## src/rtl/sr_cmd_gen.sv

```systemverilog
// Debounced set/clear request front end driving one-cycle S/R commands into an SR latch,
// with clear priority, one-deep pending per direction and a fixed hold-off after each command.
module sr_cmd_gen #(
  parameter int DB_CYCLES      = 4,
  parameter int HOLDOFF_CYCLES = 2
) (
  input  logic clk,
  input  logic rst,
  input  logic set_in,
  input  logic clr_in,
  output logic S,
  output logic R,
  output logic en,
  output logic busy,
  output logic conflict
);

  typedef enum logic [1:0] {IDLE, PULSE_S, PULSE_R, HOLDOFF} state_t;

  localparam logic [7:0] DB_LAST = 8'(DB_CYCLES - 1);
  localparam logic [7:0] HO_LAST = 8'(HOLDOFF_CYCLES - 1);

  // Bit 0 carries the set path, bit 1 the clear path.
  logic [1:0] w_raw;
  logic [1:0] r_sync_p0;
  logic [1:0] r_sync_p1;
  logic [1:0] r_lvl_p2;
  logic [1:0] r_lvl_d;
  logic [1:0] r_req_p3;
  logic [7:0] r_cnt [2];

  assign w_raw = {clr_in, set_in};

  // p0/p1: two-flop synchronizers, p2: debounced level, p3: registered rising-edge request
  always_ff @(posedge clk) begin
    if (rst) begin
      r_sync_p0 <= '0;
      r_sync_p1 <= '0;
      r_lvl_p2  <= '0;
      r_lvl_d   <= '0;
      r_req_p3  <= '0;
      r_cnt[0]  <= '0;
      r_cnt[1]  <= '0;
    end else begin
      r_sync_p0 <= w_raw;
      r_sync_p1 <= r_sync_p0;
      r_lvl_d   <= r_lvl_p2;
      r_req_p3  <= r_lvl_p2 & ~r_lvl_d;
      for (int i = 0; i < 2; i++) begin
        if (r_sync_p1[i] == r_lvl_p2[i]) begin
          r_cnt[i] <= '0;
        end else if (r_cnt[i] == DB_LAST) begin
          r_lvl_p2[i] <= ~r_lvl_p2[i];
          r_cnt[i]    <= '0;
        end else begin
          r_cnt[i] <= r_cnt[i] + 8'd1;
        end
      end
    end
  end

  state_t     r_state;
  state_t     w_next;
  logic [7:0] r_hcnt;
  logic       r_pend_s;
  logic       r_pend_r;
  logic       w_want_s;
  logic       w_want_r;
  logic       w_decide;
  logic       w_s;
  logic       w_r;
  logic       w_en;
  logic       w_busy;
  logic       w_conf;

  assign w_want_s = r_req_p3[0] | r_pend_s;
  assign w_want_r = r_req_p3[1] | r_pend_r;
  // The last hold-off cycle makes the same decision IDLE would, so busy never drops between
  // back-to-back commands.
  assign w_decide = (r_state == IDLE) || ((r_state == HOLDOFF) && (r_hcnt == HO_LAST));

  always_comb begin
    w_next = r_state;
    case (r_state)
      PULSE_S, PULSE_R: w_next = HOLDOFF;
      default: begin
        if (w_decide) begin
          if (w_want_r)      w_next = PULSE_R;
          else if (w_want_s) w_next = PULSE_S;
          else               w_next = IDLE;
        end
      end
    endcase
  end

  always_comb begin
    w_s    = (w_next == PULSE_S);
    w_r    = (w_next == PULSE_R);
    w_en   = w_s | w_r;
    w_busy = (w_next != IDLE);
    w_conf = w_decide & w_want_r & w_want_s;
  end

  // FSM state and registered command outputs
  always_ff @(posedge clk) begin
    if (rst) begin
      r_state  <= IDLE;
      r_hcnt   <= '0;
      r_pend_s <= 1'b0;
      r_pend_r <= 1'b0;
      S        <= 1'b0;
      R        <= 1'b0;
      en       <= 1'b0;
      busy     <= 1'b0;
      conflict <= 1'b0;
    end else begin
      r_state <= w_next;
      r_hcnt  <= ((r_state == HOLDOFF) && (w_next == HOLDOFF)) ? r_hcnt + 8'd1 : 8'd0;
      if (w_decide) begin
        r_pend_s <= 1'b0;
        r_pend_r <= 1'b0;
      end else begin
        r_pend_s <= r_pend_s | r_req_p3[0];
        r_pend_r <= r_pend_r | r_req_p3[1];
      end
      S        <= w_s;
      R        <= w_r;
      en       <= w_en;
      busy     <= w_busy;
      conflict <= w_conf;
    end
  end

endmodule

```

## config.mk

```make
export PLATFORM = sky130hd
export DESIGN_NAME = sr_cmd_gen
export DESIGN_NICKNAME = d
export VERILOG_FILES = /design/src/rtl/sr_cmd_gen.sv
export SDC_FILE = /design/constraint.sdc
export NUM_CORES = 1
export LEC_CHECK = 0
export ABC_AREA = 0
export BUFFER_PORTS_ARGS = -buffer_cell sky130_fd_sc_hd__buf_2
export CAP_MARGIN = 30
export CELL_PAD_IN_SITES_DETAIL_PLACEMENT = 1
export CELL_PAD_IN_SITES_GLOBAL_PLACEMENT = 1
export CORE_MARGIN = 2
export CORE_UTILIZATION = 47
export DETAILED_ROUTE_END_ITERATION = 8
export PLACE_DENSITY_LB_ADDON = 0.1
export SYNTH_ARGS = -nofsm -noshare
export SYNTH_HDL_FRONTEND = slang
export SYNTH_SLANG_ARGS = --single-unit
```

## constraint.sdc

```tcl
create_clock -name clk -period 2.47 [get_ports clk]
set_input_delay 0.494 -clock clk [delete_from_list [all_inputs] [get_ports clk]]
set_output_delay 0.494 -clock clk [all_outputs]
set_load 0.02 [all_outputs]
```

# After elaboration in Yosys (flattened, before gate mapping)
# Memory sizes are Yosys's and may differ from the RTL's.
# Index checks and enable logic that the tools add are counted.
# word_totals
inputBits	4
wordCells	92
out_inout_bits	5
latchBits	0
regBits	27
ramBits	16
mem_bits_ro	0
memories	1
# classes
n_mul	0
n_eq_ne	11
n_bitwise	18
shift	0
muxes	34
n_addsub	3
n_reduce_logical	10
div	0
magnitude_cmp	0
# mem_list
name	depth	width	read_ports	rd_ports_with_merged_regs	wr	line	text
r_cnt	2	8	2	0	2	30	logic [7:0] r_cnt [2];
# op_table
cell	n
$mux W8	6
$mux W1	25
$add A8 B1 Y8 const B	3
$eq A8 B2 Y1 const B	2
$or A1 B1 Y1	9
$eq A2 B2 Y1 const B	4
$eq A8 B1 Y1 const B	1
$mux W2	3
$reduce_or A2 Y1	3
$not A1 Y1	5
$eq A2 B1 Y1 const B	2
$reduce_and A2 Y1	2
$and A1 B1 Y1	2
$and A2 B2 Y2	1
$eq A1 B1 Y1	2
$logic_and A1 B1 Y1	2
$logic_not A2 Y1	1
$not A2 Y2	1
$reduce_bool A2 Y1	1
$logic_or A1 B1 Y1	1

# Depth between registers and ports, before layout
# Gate-level depths: netlist of the first run.
# logic_depth
word_depth	9
depth_mapped	9
ltp_nobuf	8

# Worst setup path after synthesis of the first run
# Ideal clock, no wire load.
# synth_timing
path_type	reg2reg
startpoint	register r_hcnt[1]
endpoint	register r_hcnt[2]
setup_slack_ns	0.449
setup_time_ns	0.123
n_path_buf	0
stages_incl_launch_ff	9
required_time_ns	2.347
arrival_time_ns	1.898
synth_period_minus_slack_ns	2.021
path_cell_list	dfxtp_1 > inv_1 > ha_1 > nor4b_1 > a2111oi_0 > a21oi_1 > ha_1 > nand3_1 > nor2_1
# synth_between
elab_chain_cells	9
elab_cells_between_ends	10
cone_classes	1 x add/sub; 2 x eq/ne; 2 x mux; 1 x bitwise; 4 x reduce/logical
# synth_rtl
element	line	text
start: declaration	64	logic [7:0] r_hcnt;
start signal: assignment	118	r_hcnt <= ((r_state == HOLDOFF) && (w_next == HOLDOFF)) ? r_hcnt + 8'd1 : 8'd0;
$eq A8 B1 Y1	80	assign w_decide = (r_state == IDLE) || ((r_state == HOLDOFF) && (r_hcnt == HO_LAST));
$logic_and A1 B1 Y1	80	
$logic_or A1 B1 Y1	80	
$mux W2	87	if (w_decide) begin
$mux W2	84	case (r_state)
via w_next[0]	63	state_t w_next;
$eq A2 B2 Y1	118	
$logic_and A1 B1 Y1	118	
$not A1 Y1 (no line)	-	
$reduce_or A2 Y1 (no line)	-	
# The timed path passes the listed nets, and every way through them passes these cells.
# A chain may end at the register's enable or synchronous reset.

# Final worst setup path of the first run
# layout_timing
startpoint	register r_hcnt[1]
endpoint	register r_hcnt[3]
# The elaborated chain is that of the path after synthesis.

==> results of run 1 <==
-- registers in the layout (all words and copies together), names as in the netlist, 2 cells and up --
signal,cells
r_hcnt,8
r_sync_p1,2
r_lvl_d,2
r_req_p3,2
r_state,2
r_lvl_p2,2
r_sync_p0,2
r_cnt,16
-- critical path, stage by stage (launching register included) --
cell and delay, ps:
dfxtp_1 390, inv_1 60, ha_1 170, nor4b_2 170, a2111oi_1 660, a21oi_1 140, ha_1 220, nand3_1 260
nor2_1 90
-- path summary, 6_finish.rpt --
kind	slack, ps	cells past startpoint	start	to
setup / recovery	190	8	r_hcnt[1]	r_hcnt[3]
hold / removal	390	1	r_lvl_d[1]	r_req_p3[1]
setup reg to reg	190	8	r_hcnt[1]	r_hcnt[3]
hold reg to reg	390	1	r_lvl_d[1]	r_req_p3[1]
-- power by group through the flow --
stage / combinational (mW) / sequential [mW] / clock (mW)
2_1_floorplan: 0.284 / 0.859 / 0
3_3_place_gp: 0.391 / 0.835 / 0
3_5_place_dp: 0.418 / 0.839 / 0
4_1_cts: 0.422 / 0.822 / 0.587
5_1_grt: 0.482 / 0.830 / 0.612
6_report: 0.428 / 0.821 / 0.566
-- synth_stat cells (2+ instances only) --
cell type  instances  area share
a21o_1             3       0.012
a211oi_1           2      0.0080
xor2_1             7       0.033
dfxtp_1           27        0.29
o21ai_0           10       0.027
nand3_1           11       0.029
nand2_1            7       0.014
o211ai_1           2      0.0080
nor2b_1           11       0.037
nor2_1            17       0.034
edfxtp_1          16        0.26
a2111oi_0          2      0.0093
inv_1              9       0.018
a21oi_1           14       0.037
nor4b_1            2      0.0093
xnor2_1            4       0.019
nand4_1            2      0.0066
ha_1              10       0.066
or3_1             11       0.037
clkbuf_1           2      0.0040
nor3_1             4       0.011
-- routing by layer --
metal,vias to the layer above,global-route usage,routed length [um]
li1,688,-,-
met1,679,0.199,1510
met2,11,0.365,2030
met3,5,0.0500,83
met4,0,0.0612,44
met5,-,0,0
-- logic make-up (layout without fill, tap and decap cells) --
logic type / after synthesis / in the layout / share of synthesized area
DFF: 43 / 43 / 0.542
and+or+nand+nor: 72 / 72 / 0.209
buffers and inverters: 12 / 26 / 0.0246
adders and majority gates: 10 / 10 / 0.0664
xor gates and xnor gates: 11 / 11 / 0.0512
AOI/OAI and AO/OA: 34 / 34 / 0.105
other: 1 / 16 / 0.00199
-- layout make-up --
type	instances	area, sq um
clock buffer	7	119
clock inverter	1	6.26
fill	460	1740
inverter	9	33.8
multi-input combinational	143	887
sequential	43	1020
tap	50	62.6
timing repair buffer	9	47.5
-- timing repair --
action,in CTS,in global routing
gates resized for setup,0,4
setup endpoints to repair,0,8
setup buffers,0,0
==> impl_metrics.toml, run 1 <==
[outcome]
status = "completed"

[logic_synthesis]
async_flop_share = 0
yosysWarnings = 0
syn_area_sq_um = 1880
syn_avg_cell_area_sq_um = 10.3
ys_seq_area_frac = 0.542
synth_seq_cells = 43
synth_edf_count = 16
synthDistinctLibCells = 31
synth_top_flop_cell = "dfxtp_1"
syn_inst = 183

[sta]
timing.hold.ws_ps = 389
rsz0062_at_grt = "false"
clock.fmax_mhz = 438
fin_ws_ps = 189
slew_headroom = 0.560
worst_slew_pin_slew_ps = 659
timing.final.crit_share = 0.924
tns_ps = 0
setup-violations-final = 0
hold_viol = 0
period_minus_slack_ps = 2280
drv_slew = 0
skew_ps = 3.26

[power]
p_per_area_nw_per_um2 = 834
ir_drop_uv = 353
power_mw = 1.82
internal-power_mw = 1.29
seq_power_share = 0.453
power_frac_comb = 0.236
leakage_nw = 0.840
clockPowerShare = 0.312
switching_power_mw = 0.527
swShare = 0.291

[detailed_routing]
drc = 0
drt-pass1-iter-count = 4
wirelength_um = 3670
vias = 1383
drtAntennaViolNets = 0
viasPerCell = 5.28
wl_per_cell_um = 14.0
drtIter0Drc = 29

[placement]
hpwlAfterDp_um = 2720
place_area_sq_um = 2040
dp_cells = 254
port_buffers = 8
place.gp.congestion = 0.739
dpl_worst_slack_ps = 45.2

[cts]
clockBufferDepth = 2
cts_hold_buf = 0
clkSinkCount = 43
htree_levels = 2
cts_tree = "done"
cts_buffers = 5
cts-root-buf = "clkbuf_8"
cts.clk_slew.worst_paths_ps = 80
clock_latency_ps = 290

[die]
io_pins = 9
start_util = 0.481
coreArea_sq_um = 3910
die_w_um = 67.3
die_area_sq_um = 4530
fp-row-count = 23
die_height_um = 67.3

[hold_path]
hp-class = "flip-flop to flip-flop"

[grt]
grt_pass1_vias = 1461
grtUsageTotal = 0.190
antenna_found_initial = 0
grt_remaining_overflow = 0
grt_pass1_wl_um = 6360
grt_max_degree = 18

[setup_path]
worstPathRequired_ps = 2640
critical_path_arrival_ps = 2460
worstPathMaxFanout = 8
endpoint_kind = "flip-flop"
cp-start-kind = "flip-flop"
path_class = "flip-flop to flip-flop"

[final_layout]
final_common_cell = "dfxtp_1"
layout_common_cells = "dfxtp_1, nor2_1, edfxtp_1, conb_1, a21oi_1"
nNetsFinal = 225
fin_util = 0.556
n_antenna_cell = 0
syn2layout_area_growth_pct = 15.6
finalInstanceArea_sq_um = 2180
drive_gt1_frac = 0.108
stdcell_count = 262

[run]
drv_cap = 0
Power figures use the tool's default switching activity.
==> run 2: changes to the inputs <==
--- a/config.mk
+++ b/config.mk
@@ -5,13 +5,13 @@
 export SDC_FILE = /design/constraint.sdc
 export NUM_CORES = 1
 export LEC_CHECK = 0
-export ABC_AREA = 0
+export ABC_AREA = 1
 export BUFFER_PORTS_ARGS = -buffer_cell sky130_fd_sc_hd__buf_2
 export CAP_MARGIN = 30
 export CELL_PAD_IN_SITES_DETAIL_PLACEMENT = 1
 export CELL_PAD_IN_SITES_GLOBAL_PLACEMENT = 1
 export CORE_MARGIN = 2
-export CORE_UTILIZATION = 47
+export CORE_UTILIZATION = 46
 export DETAILED_ROUTE_END_ITERATION = 8
 export PLACE_DENSITY_LB_ADDON = 0.1
 export SYNTH_ARGS = -nofsm -noshare
==> run 2 against run 1 <==
- highest routed layer unchanged
- clock skew is 6.4 ps higher
- setup slack better by 380 ps
- combinational power is 55% lower
- critical path type unchanged
- clock power down 22%
==> impl_metrics.toml, run 2 <==
[logic_synthesis]
syn_avg_cell_area_sq_um = 8.62
syn_inst = 234
netlist_top_cells_count = "inv_1, nor2_1, nand2_1"
synth_top_flop_cell = "dfxtp_1"
yosys.area.top_type = "dfxtp_1"
synth.top_cell.area_share = 0.268
async_flop_share = 0
syn_area_sq_um = 2020
synth.most_common_cell = "inv_1"
synth_edf_count = 16
yosysWarnings = 0
synth_seq_cells = 43
synth.top_cells.by_area = "dfxtp_1, edfxtp_1, inv_1"
synthDistinctLibCells = 26
ys_seq_area_frac = 0.506

[power]
switching_power_mw = 0.395
power_mw = 1.43
seq_power_share = 0.555
power_frac_comb = 0.136
ir_drop_uv = 435
leakage_nw = 1.03
clockPowerShare = 0.309
internal-power_mw = 1.03
p_per_area_nw_per_um2 = 633
swShare = 0.277

[placement]
dpl_worst_slack_ps = 545
place.gp.congestion = 0.751
port_buffers = 8
dp_cells = 307
hpwlAfterDp_um = 2650
place_area_sq_um = 2170

[hold_path]
worstHoldPathCells = 3
hp-class = "primary input to flip-flop"
holdPathEnd = "r_sync_p0[0]"
hold_path.startpoint = "set_in"

[final_layout]
largest_reg_flops = 16
final_common_cell = "inv_1"
nNetsFinal = 276
stdcell_count = 315
finalInstanceArea_sq_um = 2250
reg_top3 = "r_cnt (16), r_hcnt (8)"
n_antenna_cell = 0
layout_common_cells = "inv_1, nor2_1, nand2_1"
drive_gt1_frac = 0.171
syn2layout_area_growth_pct = 11.6
fin_util = 0.524
top_register = "r_cnt"

[cts]
post_cts_buffers = 0
cts_tree = "done"
clkSinkCount = 43
cts_hold_buf = 0
cts_buffers = 5
cts.clk_slew.worst_paths_ps = 90
ctsResizeCount = 0
cts-root-buf = "clkbuf_8"
clockBufferDepth = 2
htree_levels = 2
clock_latency_ps = 300

[grt]
grt_pass1_wl_um = 6410
grt_max_degree = 20
grt_pass1_vias = 1486
grt_remaining_overflow = 0
antenna_found_initial = 0
grtUsageTotal = 0.169

[setup_path]
cp_slowest_stage_delay_ps = 380
worstPathMaxFanout = 5
cp.depth = 13
r2r_end = "r_hcnt[3]"
rr_startpoint = "r_state[1]"
rrSetupSlack_ps = 570
rr_worst_depth = 13
critPathBufInv = 2
endpoint_kind = "flip-flop"
worstPathRequired_ps = 2660
cp_slowest_cell = "dfxtp_1"
critical_path_arrival_ps = 2090
path_cells = "ha_1 -> nand2_1 -> nor2_2 -> nand2_2 -> nand3_1 -> nand2_1 -> nor2_2 -> inv_1 -> ha_1 -> nand3_2 -> inv_1 -> o21ai_0 -> a21oi_1"
cp-start-kind = "flip-flop"
crit_start = "r_state[1]"
cpLargestDelayFamily = "simple AND/OR/NAND/NOR gates"
path_class = "flip-flop to flip-flop"

[detailed_routing]
route.top_layer_used = "met4"
wl_met1_um = 1530
vias = 1441
drc = 0
viasPerCell = 4.57
drtIter0Drc = 28
met3_length_um = 85
wirelength_um = 3460
wl_per_cell_um = 11.0
dr_wl_met2_um = 1760
drtAntennaViolNets = 0
drt-pass1-iter-count = 4

[die]
fp-row-count = 24
die_w_um = 70.2
coreArea_sq_um = 4290
die_area_sq_um = 4930
io_pins = 9
start_util = 0.470
die_height_um = 70.2

[sta]
drv_slew = 0
tns_ps = 0
setup-violations-final = 0
timing.hold.ws_ps = 387
fin_ws_ps = 566
skew_ps = 9.69
clock.fmax_mhz = 525
rsz0062_at_grt = "false"
timing.final.crit_share = 0.771
period_minus_slack_ps = 1900
hold_viol = 0

[run]
drv_cap = 0

[outcome]
status = "completed"
==> run 2: worst max-delay path by stage <==
stage	endpoint	slack, ps
finish	r_hcnt[3]	570
detailed placement	r_hcnt[3]	540
CTS	r_hcnt[3]	540
floorplan	r_hcnt[3]	770
global route	r_hcnt[3]	320
global placement	r_hcnt[3]	610
==> run 2: tightest hold or removal path, stage by stage <==
cell    delay, ps
buf_2          90
inv_1          40
nor2_1         30
==> run 2: layout make-up <==
cell class	count	area (sq um)
fill	556	2040
sequential	43	1020
multi-input combinational	157	866
inverter	47	176
clock buffer	6	72.6
tap	52	65.1
timing repair buffer	8	40.0
clock inverter	2	11.3
==> run 2: power by group through the flow <==
stage	clock (mW)	combinational, mW	sequential [mW]
2_1_floorplan	0	0.130	0.823
3_5_place_dp	0	0.199	0.809
5_1_grt	0.490	0.232	0.797
4_1_cts	0.462	0.201	0.792
6_report	0.441	0.193	0.792
3_3_place_gp	0	0.190	0.808
==> run 2: kinds of logic after synthesis <==
logic type                 count (synthesis)  synth area share
and+or+nand+nor                          106             0.254
buffers and inverters                     49            0.0930
DFF                                       43             0.506
AOI/OAI and AO/OA                         17            0.0490
adders and majority gates                 10            0.0620
xor gates and xnor gates                   8            0.0347
other                                      1           0.00186
==> run 2: routing by layer <==
layer | up-vias | global-route usage
li1 | 757 | -
met1 | 671 | 0.189
met2 | 8 | 0.289
met3 | 5 | 0.0476
met4 | 0 | 0.0897
met5 | - | 0
